--- config.mk ---
export PLATFORM = sky130hd
export DESIGN_NAME = div32_seq
export DESIGN_NICKNAME = d
export VERILOG_FILES = /design/src/rtl/div32_seq.sv
export SDC_FILE = /design/constraint.sdc
export NUM_CORES = 1
export LEC_CHECK = 0
export ABC_CLOCK_PERIOD_IN_PS = 5300
export BUFFER_PORTS_ARGS = -buffer_cell sky130_fd_sc_hd__buf_2
export CORE_MARGIN = 4
export CORE_UTILIZATION = 50
export DETAILED_ROUTE_END_ITERATION = 6
export GPL_TIMING_DRIVEN = 1
export HOLD_SLACK_MARGIN = 0.06
export PLACE_DENSITY = 0.69
export SLEW_MARGIN = 5
export SYNTH_ARGS = -nofsm -noshare
export SYNTH_HDL_FRONTEND = slang
export SYNTH_SLANG_ARGS = --single-unit
--- constraint.sdc ---
create_clock -name clock -period 5.3 [get_ports clock]
set_clock_uncertainty 0.2 [all_clocks]
set_input_delay 0.265 -clock clock [delete_from_list [all_inputs] [get_ports clock]]
set_output_delay 0.265 -clock clock [all_outputs]
set_load 0.02 [all_outputs]
--- src/rtl/div32_seq.sv ---
// Sequential signed 32-bit divider: sign/magnitude front end, unsigned restoring core
// producing one quotient bit per clock, registered result with a one-cycle ready pulse.
module div32_seq #(
    parameter int WIDTH = 32,
    parameter int CNT_W = 6
) (
    input  logic             clock,
    input  logic             reset,
    input  logic             ctrl_DIV,
    input  logic [WIDTH-1:0] data_operandA,
    input  logic [WIDTH-1:0] data_operandB,
    output logic [WIDTH-1:0] data_result,
    output logic             data_exception,
    output logic             data_resultRDY
);

    typedef enum logic [1:0] {
        S_IDLE,
        S_RUN,
        S_DONE
    } state_t;

    localparam logic [WIDTH-1:0] ONE      = WIDTH'(1);
    localparam logic [CNT_W-1:0] LAST_CNT = CNT_W'(WIDTH - 1);

    state_t             r_state;
    logic [CNT_W-1:0]   r_cnt;
    logic [WIDTH-1:0]   r_dvd;      // dividend shifts out the top while quotient bits shift in
    logic [WIDTH-1:0]   r_dvs;
    logic [WIDTH:0]     r_rem;
    logic               r_sign_q;
    logic               r_dz;

    logic [WIDTH-1:0]   w_abs_a;
    logic [WIDTH-1:0]   w_abs_b;
    logic [WIDTH+1:0]   w_rem_shift;
    logic               w_ge;
    logic [WIDTH-1:0]   w_q_next;
    logic [WIDTH-1:0]   w_q_signed;

    assign w_abs_a     = data_operandA[WIDTH-1] ? (~data_operandA + ONE) : data_operandA;
    assign w_abs_b     = data_operandB[WIDTH-1] ? (~data_operandB + ONE) : data_operandB;
    assign w_rem_shift = {r_rem, r_dvd[WIDTH-1]};
    assign w_ge        = (w_rem_shift >= {2'b00, r_dvs});
    assign w_q_next    = {r_dvd[WIDTH-2:0], w_ge};
    assign w_q_signed  = r_sign_q ? (~w_q_next + ONE) : w_q_next;

    // NOTE: state and outputs use non-blocking assignments so every register samples
    // pre-edge values; a blocking write here would leak a new value into the same edge.
    always_ff @(posedge clock or posedge reset) begin
        if (reset) begin
            r_state        <= S_IDLE;
            r_cnt          <= '0;
            r_dvd          <= '0;
            r_dvs          <= '0;
            r_rem          <= '0;
            r_sign_q       <= 1'b0;
            r_dz           <= 1'b0;
            data_result    <= '0;
            data_exception <= 1'b0;
            data_resultRDY <= 1'b0;
        end else if (ctrl_DIV) begin
            // A start always wins, so a strobe during RUN silently abandons the old operation.
            r_state        <= S_RUN;
            r_cnt          <= '0;
            r_dvd          <= w_abs_a;
            r_dvs          <= w_abs_b;
            r_rem          <= '0;
            r_sign_q       <= data_operandA[WIDTH-1] ^ data_operandB[WIDTH-1];
            r_dz           <= (data_operandB == '0);
            data_resultRDY <= 1'b0;
        end else begin
            case (r_state)
                S_RUN: begin
                    r_rem <= w_ge ? (w_rem_shift[WIDTH:0] - {1'b0, r_dvs})
                                  : w_rem_shift[WIDTH:0];
                    r_dvd <= w_q_next;
                    r_cnt <= r_cnt + 1'b1;
                    if (r_cnt == LAST_CNT) begin
                        r_state        <= S_DONE;
                        data_result    <= r_dz ? '0 : w_q_signed;
                        data_exception <= r_dz;
                        data_resultRDY <= 1'b1;
                    end
                end
                S_DONE: begin
                    r_state        <= S_IDLE;
                    data_resultRDY <= 1'b0;
                end
                default: begin
                    r_state        <= S_IDLE;
                    data_resultRDY <= 1'b0;
                end
            endcase
        end
    end

endmodule

Word level (Yosys, flattened, before mapping)

Index checks and enable logic that the tools add are counted.

Input port bits: 67
Register bits after elaboration: 141
Output and inout port bits: 34
Logic and storage cells: 44

Equality and inequality tests: 3
$lt $le $gt $ge: 1
Reductions and logical operators: 3
Bitwise gates (word level): 5
Add/subtract/negate cells: 5
Mux-type cells: 17

Operators by type and width:

| cell                                           | number |
|---|---|
| two-way mux 32 bit                             | 6 |
| two-way mux 33 bit                             | 3 |
| adder 32 x 1 -> 32 bit (second input constant) | 3 |
| inverter 32 bit                                | 3 |
| greater-or-equal comparator 34 x 32 -> 1 bit   | 1 |
| subtractor 33 x 32 -> 33 bit                   | 1 |
| zero test 32 bit                               | 1 |
| two-way mux 6 bit                              | 2 |
| adder 6 x 1 -> 6 bit (second input constant)   | 1 |
| == test 6 x 5 -> 1 bit (second input constant) | 1 |
| two-way mux 2 bit                              | 3 |
| two-way mux 1 bit                              | 3 |
| inequality test 3 bit (second input constant)  | 1 |
| AND reduction 3 bit                            | 1 |
| == test 2 x 1 -> 1 bit (second input constant) | 1 |
| nonzero test 2 bit                             | 1 |
| inverter 1 bit                                 | 1 |
| XOR 1 bit                                      | 1 |

Longest topological paths before layout

Gate-level depths: netlist of run 1.

Word-level depth: 5
Mapped depth: 18
Gate-level depth less buffers: 16

Least setup slack after synthesis of run 1

No wires, ideal clock.

Kind: reg2reg
From: reg r_rem[1]
To: reg data_result[28]
Slack: 1,192 ps
Library setup time: 133 ps
Arrival: 3,775 ps
Required time: 4,967 ps
Path buffers: 2
Clock period less this slack: 4,108 ps
Cell stages (with the launch flop): 17
Cell sequence: dfrtp_1 -> ha_1 -> nor2b_1 -> o31a_1 -> o31ai_1 -> a21boi_1 -> o2111a_1 -> or3_1 -> buf_2 -> inv_2 -> buf_2 -> ha_1 -> nand3_1 -> or3_1 -> o31ai_1 -> xor2_1 -> o21ai_0

Word-level cells in the longest chain between the ends: 5

Ends and longest elaborated chain:

| element                                      | line | RTL |
|---|---|---|
| start, declared                              | 30   | `logic [WIDTH:0] r_rem;` |
| start signal, assigned                       | 75   | `r_rem <= w_ge ? (w_rem_shift[WIDTH:0] - {1'b0, r_dvs})` |
| greater-or-equal comparator 34 x 32 -> 1 bit | 44   | `assign w_ge = (w_rem_shift >= {2'b00, r_dvs});` |
| inverter 32 bit                              | 46   | `assign w_q_signed = r_sign_q ? (~w_q_next + ONE) : w_q_next;` |
| adder 32 x 1 -> 32 bit                       | 46   |  |
| two-way mux 32 bit                           | 46   |  |
| two-way mux 32 bit                           | 81   | `data_result <= r_dz ? '0 : w_q_signed;` |
| end signal, assigned                         | 81   |  |
| end, declared                                | 12   | `output logic [WIDTH-1:0] data_result,` |

Every way passes these cells.
A chain may end at the register's enable or synchronous reset.

Final worst setup path of run 1

From: reg r_dvd[31]
To: reg data_result[26]

Word-level cells in the longest chain between the ends: 5

Ends and longest elaborated chain:

| element                                      | line | RTL |
|---|---|---|
| start, declared                              | 28   | `logic [WIDTH-1:0] r_dvd;` |
| start signal, assigned                       | 66   | `r_dvd <= w_abs_a;` |
| start signal, assigned                       | 77   | `r_dvd <= w_q_next;` |
| greater-or-equal comparator 34 x 32 -> 1 bit | 44   |  |
| inverter 32 bit                              | 46   |  |
| adder 32 x 1 -> 32 bit                       | 46   |  |
| two-way mux 32 bit                           | 46   |  |
| two-way mux 32 bit                           | 81   |  |

Every way passes these cells.

==> flow_summary_export.csv, run 1 <==
group,metric,value,unit
final_layout,n_fill_cell,1688,
final_layout,final_common_cell,"nand2_1",
final_layout,diodes,0,
cts,cts_max_path_buffers,2,
yosys,yosysWarnings,0,
floorplan,die_w,147,um
floorplan,dieArea,21700,um2
drt,routed_via_density,5.64,
cts,cts_resized,0,
sta,tns,0,ns
yosys,synth_mux_area_share,2.61,%
yosys,ys_ff_latch,140,
cts,htreeDepth,4,
placed_design,gp_congestion,0.901,
yosys,yosys.area_share.simple,18.2,%
cts,clkLatencyLatePin,0.43,ns
yosys,synth_compound_area_share,22.1,%
yosys,synthAdderAreaFrac,4.85,%
yosys,avgSynthCellArea,8.42,um2
placed_design,portBuffers,100,
drt,first_iter_violations,481,
sta,whs,0.100,ns
sta,finalSetupViolations,0,
drt,vias,8729,
final_layout,syn2layout_area_growth,19.0,%
power_and_ir_drop,pwr_density_cell,408,nW/um2
sta,worst_slew_pin_slew,1.01,ns
worst_setup_path,crit_family,"compound AO/OA/AOI/OAI gates",
min_path,min_path_type,"input port to flip-flop",
yosys,synthesis.nets,1255,
yosys,syn_area,9690,um2
global_route,antenna_found_initial,0,
placed_design,postPlaceCellArea,10300,um2
cts,cts_buffers,17,
global_route,grt_max_degree,102,
yosys,synth_cells,1151,
worst_setup_path,crit_buf_inv,2,
global_route,grt-ovfl-total,0,
worst_setup_path,critPathKind,"flip-flop to flip-flop",
global_route,grt_pass1_wl,41700,um
yosys,synthArstFlopShare,100,%
yosys,ys.flop_type,"dfrtp_1",
cts,hold_buffers,64,
worst_setup_path,critPathArrivalTime,4.29,ns
yosys,ys_seq_area_share,36.1,%
cts,cts_setup_buffers,0,
yosys,synth_edf_count,0,
drt,drt_wl_total,24900,um
floorplan,start_util,51.3,%
worst_setup_path,crit_path_max_incr_delay,0.50,ns
power_and_ir_drop,p_leak,5.37,nW
floorplan,core_area,18900,um2
placed_design,dp_hpwl,16400,um
yosys,post_synth_num_cell_types,70,
drt,drt_pass1_iterations,5,
power_and_ir_drop,p_total,4.71,mW
sta,fmax,238,MHz
cts,clock-sinks,140,
yosys,synthXorXnorAreaFrac,10.7,%
cts,clkTransAtPathRegs,0.06,ns
run,maxCapViolCount,0,
final_layout,drive_above_1_share,13.0,%
yosys,synth_top_family_by_area,"compound AO/OA/AOI/OAI gates",
status,outcome,"completed",
cts,clockRootBuffer,"clkbuf_16",
power_and_ir_drop,peakVddDrop,0.372,mV
final_layout,fin_area,11500,um2
sta,relSlewSlack,32.7,%
worst_setup_path,end_kind,"flip-flop",
floorplan,rows,50,
sta,hold_violations,0,
drt,wl_per_cell,16.1,um
final_layout,nNetsFinal,1380,
global_route,grt.total_usage,23.1,%
worst_setup_path,crit_path_cell_trace,"inv_1, ha_1, fa_1, nor2b_1, o31a_1, o31ai_1, a21boi_1, o2111a_1, or3_1, inv_2, ha_1, nand3_1, or3_1, o31a_1, xnor2_1, o21ai_0",
sta,finalCritPeriodShare,79.2,%
drt,ant_nets,0,
sta,rsz0062_at_grt,"no",
sta,slew_violations,0,
worst_setup_path,crit_slowest_cell,"or3_1",
sta,min_period,4.20,ns
floorplan,die_h,147,um
global_route,grt_pass1_vias,8512,
final_layout,most-common-layout-cells,"nand2_1 (149), dfrtp_1 (140), buf_2 (99), a21oi_1 (93), o21ai_0 (89)",
worst_setup_path,worst-path-max-fanout,5,
cts,cts_tree,"built",
worst_setup_path,critical_path_required,5.39,ns
drt,drcViolationCount,0,
worst_setup_path,start_kind,"flip-flop",
floorplan,io_pins,101,
[worst register-to-register path: stages (launching register included)]
cell and delay (ns):
dfrtp_1 0.38, inv_1 0.07, ha_1 0.19, fa_1 0.22
nor2b_1 0.08, o31a_1 0.27, o31ai_1 0.26, a21boi_1 0.19
o2111a_1 0.25, or3_1 0.44, inv_2 0.08, ha_1 0.20
nand3_1 0.18, or3_1 0.50, o31a_1 0.32, xnor2_1 0.14
o21ai_0 0.09
[path summary, 6_finish.rpt]
kind / cells after the start / startpoint / to / slack, ns
max reg2reg: 16 / r_dvd[31]$_DFFE_PP0P_ / data_result[26]$_DFFE_PP0P_ / 1.10
max in group asynchronous: 4 / reset / r_rem[25]$_DFFE_PP0P_ / 3.43
min: 4 / data_operandB[1] / r_dvs[5]$_DFFE_PP0P_ / 0.10
min in group asynchronous: 3 / reset / data_result[0]$_DFFE_PP0P_ / 0.38
max: 16 / r_dvd[31]$_DFFE_PP0P_ / data_result[26]$_DFFE_PP0P_ / 1.10
min reg2reg: 2 / data_result[27]$_DFFE_PP0P_ / data_result[27]$_DFFE_PP0P_ / 0.27
[cell usage after synthesis (3+ instances only)]
| cell type | n | area share (%) |
|---|---|---|
| and3_1 | 6 | 0.39 |
| or4_1 | 10 | 0.77 |
| a21oi_1 | 93 | 4.8 |
| a31oi_1 | 4 | 0.26 |
| nand4_1 | 5 | 0.32 |
| nor2_1 | 88 | 3.4 |
| or3_1 | 15 | 0.97 |
| xor2_1 | 81 | 7.3 |
| nand3_1 | 18 | 0.93 |
| ha_1 | 36 | 4.6 |
| o41ai_1 | 19 | 1.7 |
| buf_2 | 5 | 0.26 |
| dfrtp_1 | 140 | 36 |
| clkbuf_8 | 4 | 0.57 |
| o211ai_1 | 8 | 0.62 |
| mux2i_1 | 23 | 2.4 |
| nand4b_1 | 4 | 0.36 |
| o21a_1 | 4 | 0.31 |
| xnor2_1 | 37 | 3.3 |
| nor3_1 | 18 | 0.93 |
| or2_2 | 9 | 0.58 |
| o21ai_0 | 89 | 4.6 |
| inv_1 | 58 | 2.2 |
| a311oi_1 | 16 | 1.4 |
| nand2_1 | 149 | 5.8 |
| o31ai_1 | 35 | 2.7 |
| nor4_1 | 9 | 0.58 |
| o21bai_1 | 3 | 0.23 |
| clkbuf_1 | 48 | 1.9 |
| o22ai_1 | 4 | 0.26 |
| nor2b_1 | 7 | 0.45 |
| nand2b_1 | 7 | 0.45 |
| buf_1 | 7 | 0.27 |
| a21o_1 | 8 | 0.62 |
| a211oi_1 | 25 | 1.9 |
| and2_1 | 15 | 0.97 |
[per-layer routing]
layer	wire length [um]	global-route usage, %	vias to the layer above
met5	0	0	-
met4	618	8.99	0
met3	1090	3.08	46
met2	11600	38.1	245
met1	11600	31.1	4109
li1	-	-	4329
[stage by stage]
| step | util (%) | cells | worst slack (ns) |
|---|---|---|---|
| floorplan | - | 1151 | 1.08 |
| CTS | 61.1 | 1549 | 1.10 |
| global placement | 54.5 | 1453 | 1.20 |
| finish | 61.1 | 1549 | 1.10 |
| detailed placement | 54.5 | 1453 | 1.12 |
| global route | 61.1 | 1549 | 0.759 |
[flip-flops by register name, summed over array words and instances, names as in the netlist]
name	flops
r_rem	33
data_result	32
r_dvd	32
r_dvs	32
r_cnt	6
data_exception	1
data_resultRDY	1
r_dz	1
r_sign_q	1
r_state	1
[kinds of logic after synthesis]
kind of cell,Yosys count
simple gates,374
compound gates,333
flops,140
buf+inv,124
xor+xnor,118
fa+ha+maj,37
mux,25
[final cells by class]
cell class,count,area (um2),share of cell area (%)
multi-input cells,887,5680,49.2
flip-flops and latches,140,3500,30.4
well taps,260,325,2.82
clock buffers,19,443,3.84
inverters,59,226,1.96
repair buffers,171,1200,10.4
clock inverters,13,165,1.43
[power by group]
part	switching [mW]	internal [mW]	leakage [nW]
combinational	1.19	0.816	3.38
clock	0.491	0.756	0.298
sequential	0.190	1.26	1.69
(Power assumes the default switching activity.)
==> inputs of run 2 (changes only) <==
--- a/config.mk
+++ b/config.mk
@@ -5,7 +5,7 @@
 export SDC_FILE = /design/constraint.sdc
 export NUM_CORES = 1
 export LEC_CHECK = 0
-export ABC_CLOCK_PERIOD_IN_PS = 5300
+export ABC_CLOCK_PERIOD_IN_PS = 4260
 export BUFFER_PORTS_ARGS = -buffer_cell sky130_fd_sc_hd__buf_2
 export CORE_MARGIN = 4
 export CORE_UTILIZATION = 50
==> constraint.sdc (replaced) <==
create_clock -name clock -period 4.26 [get_ports clock]
set_clock_uncertainty 0.2 [all_clocks]
set_input_delay 0.213 -clock clock [delete_from_list [all_inputs] [get_ports clock]]
set_output_delay 0.213 -clock clock [all_outputs]
set_load 0.02 [all_outputs]
==> run 2 against run 1 <==
Against the previous run: critical path depth unchanged; combinational power up 26%; core utilization up 1.4 points; sequential cell count unchanged; highest routed layer unchanged; worst hold slack better by 0.11 ns; count of clock-buffer cells in the layout unchanged; final cell count up 1.9%.
==> flow_summary_export.csv, run 2 (synthesized netlist as in run 1, its figures left out) <==
group,metric,value,unit
final_layout,fin_area,11800,um2
drt,drt_wl_total,25100,um
drt,ant_nets,0,
sta,min_period,3.94,ns
global_route,grt.total_usage,23.6,%
floorplan,rows,50,
placed_design,dpl_worst_slack,0.145,ns
global_route,grt_pass1_wl,42700,um
sta,hold_violations,0,
cts,cts_buffers,17,
final_layout,final_common_cell,"nand2_1",
floorplan,die_h,147,um
final_layout,utilization,62.5,%
final_layout,nNetsFinal,1410,
global_route,antenna_found_initial,0,
worst_setup_path,critPathKind,"flip-flop to flip-flop",
floorplan,io_pins,101,
final_layout,n_fill_cell,1657,
final_layout,stdcell_count,1579,
status,outcome,"completed",
worst_setup_path,end_kind,"flip-flop",
sta,finalCritPeriodShare,92.6,%
cts,clkLatencyLatePin,0.43,ns
power_and_ir_drop,peakVddDrop,0.324,mV
cts,cts_max_path_buffers,2,
sta,worst_slew_pin_slew,1.04,ns
worst_setup_path,crit_path_max_incr_delay,0.43,ns
sta,slew_violations,0,
floorplan,core_area,18900,um2
cts,cts_setup_buffers,0,
floorplan,die_w,147,um
sta,setup_ws,0.316,ns
drt,drt_pass1_iterations,4,
final_layout,diodes,0,
sta,relSlewSlack,30.9,%
sta,whs,0.209,ns
sta,rsz0062_at_grt,"no",
run,maxCapViolCount,0,
global_route,grt_pass1_vias,8718,
worst_setup_path,critical_path_required,4.35,ns
global_route,grt_max_degree,103,
final_layout,drive_above_1_share,13.4,%
sta,fmax,254,MHz
global_route,grt-ovfl-total,0,
worst_setup_path,worst-path-max-fanout,5,
power_and_ir_drop,p_leak,5.48,nW
power_and_ir_drop,p_total,5.82,mW
floorplan,dieArea,21700,um2
sta,tns,0,ns
cts,clockRootBuffer,"clkbuf_16",
final_layout,largest_register_ffs,33,
placed_design,postPlaceCellArea,10300,um2
final_layout,largest-register,"r_rem",
sta,finalSetupViolations,0,
drt,first_iter_violations,653,
cts,cts_tree,"built",
cts,htreeDepth,4,
placed_design,portBuffers,100,
final_layout,most-common-layout-cells,"nand2_1 (149), dfrtp_1 (140), buf_2 (99), a21oi_1 (93), o21ai_0 (89)",
final_layout,syn2layout_area_growth,21.8,%
placed_design,place_inst,1460,
drt,drcViolationCount,0,
worst_setup_path,crit_slowest_cell,"or3_4",
cts,clkTransAtPathRegs,0.06,ns
worst_setup_path,crit_path_cell_trace,"inv_1, ha_1, fa_1, nor2b_1, o31a_1, o31ai_2, a21boi_1, o2111a_1, or3_1, inv_2, ha_1, nand3_2, or3_4, o31ai_1, xor2_1, o21ai_0",
placed_design,dp_hpwl,16500,um
min_path,min_path_type,"input port to flip-flop",
worst_setup_path,start_kind,"flip-flop",
drt,routed_via_density,5.64,
cts,clock-sinks,140,
worst_setup_path,critPathArrivalTime,4.04,ns
floorplan,start_util,51.3,%
power_and_ir_drop,pwr_density_cell,494,nW/um2
drt,wl_per_cell,15.9,um
worst_setup_path,cp_common_cell,"ha_1",
drt,vias,8905,
placed_design,gp_congestion,0.879,
worst_setup_path,r2r_setup_slack,0.32,ns
==> run 2: cell types whose count changed in the layout (fill, tap and decap cells not counted), moves of 2 or more <==
cell	change
clkinvlp_4	+2
clkinv_4	-2
buf_4	+7
dlygate4sd3_1	+23
==> run 2: worst max-delay path, delay by kind of cell, from the launching register on <==
| family | cells | cell delay, ns |
|---|---|---|
| AOI/OAI and AO/OA | 6 | 1.25 |
| and+or+nand+nor | 4 | 1.05 |
| adders and majority gates | 3 | 0.61 |
| DFF | 1 | 0.37 |
| buffers and inverters | 2 | 0.17 |
| xor gates and xnor gates | 1 | 0.16 |
==> run 2: area by class of cell <==
cell class                 count  area [um2]  share of cell area [%]
multi-input combinational    887        5690                    48.2
sequential                   140        3500                    29.7
timing repair buffer         201        1480                    12.5
clock buffer                  19         433                    3.67
tap                          260         325                    2.76
inverter                      59         226                    1.92
clock inverter                13         141                    1.20
==> run 2: what timing repair did <==
action	in CTS	in global routing
resized for setup	0	3
hold buffers	87	0
hold endpoints to repair	173	0
setup endpoints to repair	0	4
==> run 2: path summary, 6_finish.rpt <==
check                                      startpoint                     endpoint  cells after the start
max in group asynchronous                       reset        r_rem[25]$_DFFE_PP0P_                      4
max                             r_dvd[31]$_DFFE_PP0P_  data_result[28]$_DFFE_PP0P_                     16
min in group asynchronous                       reset   data_resultRDY$_DFFE_PP0P_                      3
max reg2reg                     r_dvd[31]$_DFFE_PP0P_  data_result[28]$_DFFE_PP0P_                     16
min reg2reg                data_exception$_DFFE_PP0P_   data_exception$_DFFE_PP0P_                      2
min                                 data_operandB[31]         r_sign_q$_DFFE_PP0P_                      3
==> run 2: routing by layer <==
metal / GRT usage (%) / up-vias / routed length (um)
met2: 38.8 / 220 / 11700
met5: 0 / - / 0
met3: 3.36 / 50 / 1030
met4: 8.48 / 0 / 689
met1: 32.0 / 4220 / 11700
li1: - / 4415 / -
==> run 2: where the power goes <==
group	leakage (nW)	switching [mW]	internal, mW
clock	0.274	0.608	0.865
sequential	1.69	0.244	1.57
combinational	3.51	1.48	1.06
==> inputs of run 3 (changes only) <==
--- a/config.mk
+++ b/config.mk
@@ -5,6 +5,7 @@
 export SDC_FILE = /design/constraint.sdc
 export NUM_CORES = 1
 export LEC_CHECK = 0
+export ABC_AREA = 1
 export ABC_CLOCK_PERIOD_IN_PS = 4260
 export BUFFER_PORTS_ARGS = -buffer_cell sky130_fd_sc_hd__buf_2
 export CORE_MARGIN = 4
==> run 3 against run 2 <==
Against the previous run: global-route usage is 5.6 points higher; maximum frequency is 7.9% higher; via count is 21% higher; first-iteration DRC count is 79% higher; design area is 3.7% higher; setup slack better by 0.29 ns; register-to-register slack better by 0.29 ns.
==> flow_summary_export.csv, run 3 <==
group,metric,value,unit
yosys,synthTopCellsByCount,"nand2_1 (389), inv_1 (185), dfrtp_1 (140), nor2_1 (140), o21ai_0 (116)",
yosys,syn_area,10300,um2
sta,hold_violations,0,
sta,min_period,3.66,ns
placed_design,dpl_worst_slack,0.682,ns
floorplan,die_h,152,um
yosys,synth_area_leaders,"dfrtp_1 (34%), nand2_1 (14%), inv_1 (6.7%)",
status,outcome,"completed",
floorplan,core_area,20300,um2
placed_design,dp_hpwl,25900,um
drt,drt_wl_total,34200,um
yosys,avgSynthCellArea,6.83,um2
cts,clkLatencyLatePin,0.43,ns
drt,drt_pass1_iterations,5,
cts,cts_resized,0,
drt,top_layer_used,"met4",
sta,worst_slew_pin_slew,0.950,ns
yosys,post_synth_num_cell_types,49,
cts,cts_buffers,17,
drt,wl_met3,3120,um
yosys,synth_cells,1515,
placed_design,gp_congestion,1.05,
drt,first_iter_violations,1166,
run,maxCapViolCount,0,
global_route,grt_max_degree,87,
worst_setup_path,start_kind,"flip-flop",
placed_design,place_inst,1850,
yosys,synthArstFlopShare,100,%
cts,clkTransAtPathRegs,0.07,ns
final_layout,syn2layout_area_growth,18.2,%
global_route,grt_pass1_wl,54600,um
cts,clockRootBuffer,"clkbuf_16",
placed_design,portBuffers,100,
min_path,min_path_type,"input port to flip-flop",
yosys,ys.flop_type,"dfrtp_1",
final_layout,seqCellArea,3500,um2
worst_setup_path,end_kind,"flip-flop",
final_layout,n_fill_cell,1977,
final_layout,multi_input_area,5910,um2
global_route,grt-ovfl-total,0,
drt,wl_per_cell,17.6,um
worst_setup_path,critical_path_required,4.36,ns
drt,route.met2.wl,13600,um
yosys,yosys.area.top_type,"dfrtp_1",
sta,finalSetupViolations,0,
sta,setup_ws,0.604,ns
final_layout,drive_above_1_share,11.1,%
cts,cts_max_path_buffers,2,
worst_setup_path,worst-path-max-fanout,10,
drt,drcViolationCount,0,
power_and_ir_drop,p_leak,6.06,nW
yosys,synthesis.nets,1619,
worst_setup_path,critPathArrivalTime,3.75,ns
final_layout,diodes,0,
drt,vias,10700,
final_layout,stdcell_count,1943,
power_and_ir_drop,peakVddDrop,0.237,mV
sta,rsz0062_at_grt,"no",
sta,fmax,274,MHz
sta,tns,0,ns
global_route,antenna_found_initial,0,
worst_setup_path,critPathKind,"flip-flop to flip-flop",
floorplan,dieArea,23100,um2
yosys,yosysWarnings,0,
cts,htreeDepth,4,
drt,routed_via_density,5.53,
global_route,grt_pass1_vias,10000,
power_and_ir_drop,pwr_density_cell,499,nW/um2
drt,wl_met1,17100,um
drt,ant_nets,0,
floorplan,rows,52,
yosys,ys_seq_area_share,33.9,%
final_layout,nNetsFinal,1764,
floorplan,die_w,152,um
yosys,synthMostInstantiatedCell,"nand2_1",
global_route,grt.total_usage,29.2,%
placed_design,postPlaceCellArea,11100,um2
yosys,synth_edf_count,0,
sta,finalCritPeriodShare,85.8,%
final_layout,largest-register,"r_rem",
floorplan,start_util,51.0,%
power_and_ir_drop,p_total,6.10,mW
floorplan,io_pins,101,
final_layout,largest_register_ffs,33,
sta,slew_violations,0,
final_layout,most-common-layout-cells,"nand2_1 (389), inv_1 (183), dfrtp_1 (140), nor2_1 (139), o21ai_0 (116)",
final_layout,fin_area,12200,um2
yosys,ys_ff_latch,140,
cts,clock-sinks,140,
cts,cts_tree,"built",
sta,relSlewSlack,36.4,%
yosys,netlist.area_leader.share,33.9,%
final_layout,final_common_cell,"nand2_1",
-- run 3: cell count changes after synthesis, moves of 24 or more --
cell,previous run,this run
nand2_1,149,389
o21ai_1,1,34
nand3_1,18,109
inv_1,58,185
xor2_1,81,41
o31ai_1,35,4
a211oi_1,25,1
nor2_1,88,140
o21ai_0,89,116
-- run 3: stage by stage --
step,util (%),hold WS (ns)
floorplan,-,0.158
global placement,54.5,0.218
detailed placement,54.5,0.222
CTS,60.3,0.0669
global route,60.3,0.103
finish,60.3,0.0779
-- run 3: worst paths after layout --
check / from / cells past startpoint / slack, ns / end
max in group asynchronous: reset / 4 / 2.66 / r_dvd[13]$_DFFE_PP0P_
hold reg to reg: data_result[14]$_DFFE_PP0P_ / 1 / 0.27 / data_result[14]$_DFFE_PP0P_
hold / removal: data_operandB[4] / 4 / 0.08 / r_dvs[4]$_DFFE_PP0P_
setup / recovery: r_dvs[17]$_DFFE_PP0P_ / 20 / 0.60 / data_result[18]$_DFFE_PP0P_
min in group asynchronous: reset / 3 / 0.27 / r_dvs[6]$_DFFE_PP0P_
setup reg to reg: r_dvs[17]$_DFFE_PP0P_ / 20 / 0.60 / data_result[18]$_DFFE_PP0P_
-- run 3: final cells by class --
cell class                      instances  share of cell area [%]
Tap cell                              270                    2.76
Clock buffer                           19                    3.62
Sequential cell                       140                    28.6
Timing Repair Buffer                  174                    9.88
Clock inverter                         13                   0.869
Inverter                              191                    5.92
Multi-Input combinational cell       1136                    48.3
-- run 3: power by group --
| part | switching [mW] | total, mW | internal, mW |
|---|---|---|---|
| Combinational | 1.98 | 2.98 | 0.994 |
| Clock | 0.632 | 1.40 | 0.771 |
| Sequential | 0.178 | 1.72 | 1.54 |
-- run 3: cells by family (layout without fill, tap and decap cells) --
family	after synthesis	in the layout	synth area share (%)
AOI/OAI and AO/OA	308	308	17.0
xor gates and xnor gates	57	57	4.83
adders and majority gates	37	37	4.55
buffers and inverters	239	397	9.05
DFF	140	140	33.9
and+or+nand+nor	734	734	30.7
-- run 3: critical path, cell delays in order, from the launching register on --
cell and delay (ns):
dfrtp_1 0.35, inv_1 0.07, ha_1 0.36, a21oi_1 0.27, nand2_1 0.11, a21oi_1 0.21
nand3_2 0.18, nand2_4 0.16, nand2_8 0.06, inv_4 0.13, ha_1 0.18, nand2_1 0.07
nor2_2 0.15, inv_1 0.09, nor2_4 0.13, nand4_2 0.13, nor3_1 0.24, nand3_1 0.10
nand2_1 0.08, xor2_1 0.15, o21ai_0 0.09
-- run 3: routing by layer --
layer	up-vias	GRT usage (%)
li1	5309	-
met1	4990	46.5
met2	422	40.2
met3	27	6.77
met4	0	5.95
met5	-	0
-- run 3: repair_timing --
| item | 4_1_cts | 5_1_grt |
|---|---|---|
| hold endpoints to repair | 140 | 0 |
| buffers inserted | 0 | 0 |
| hold buffers | 61 | 0 |
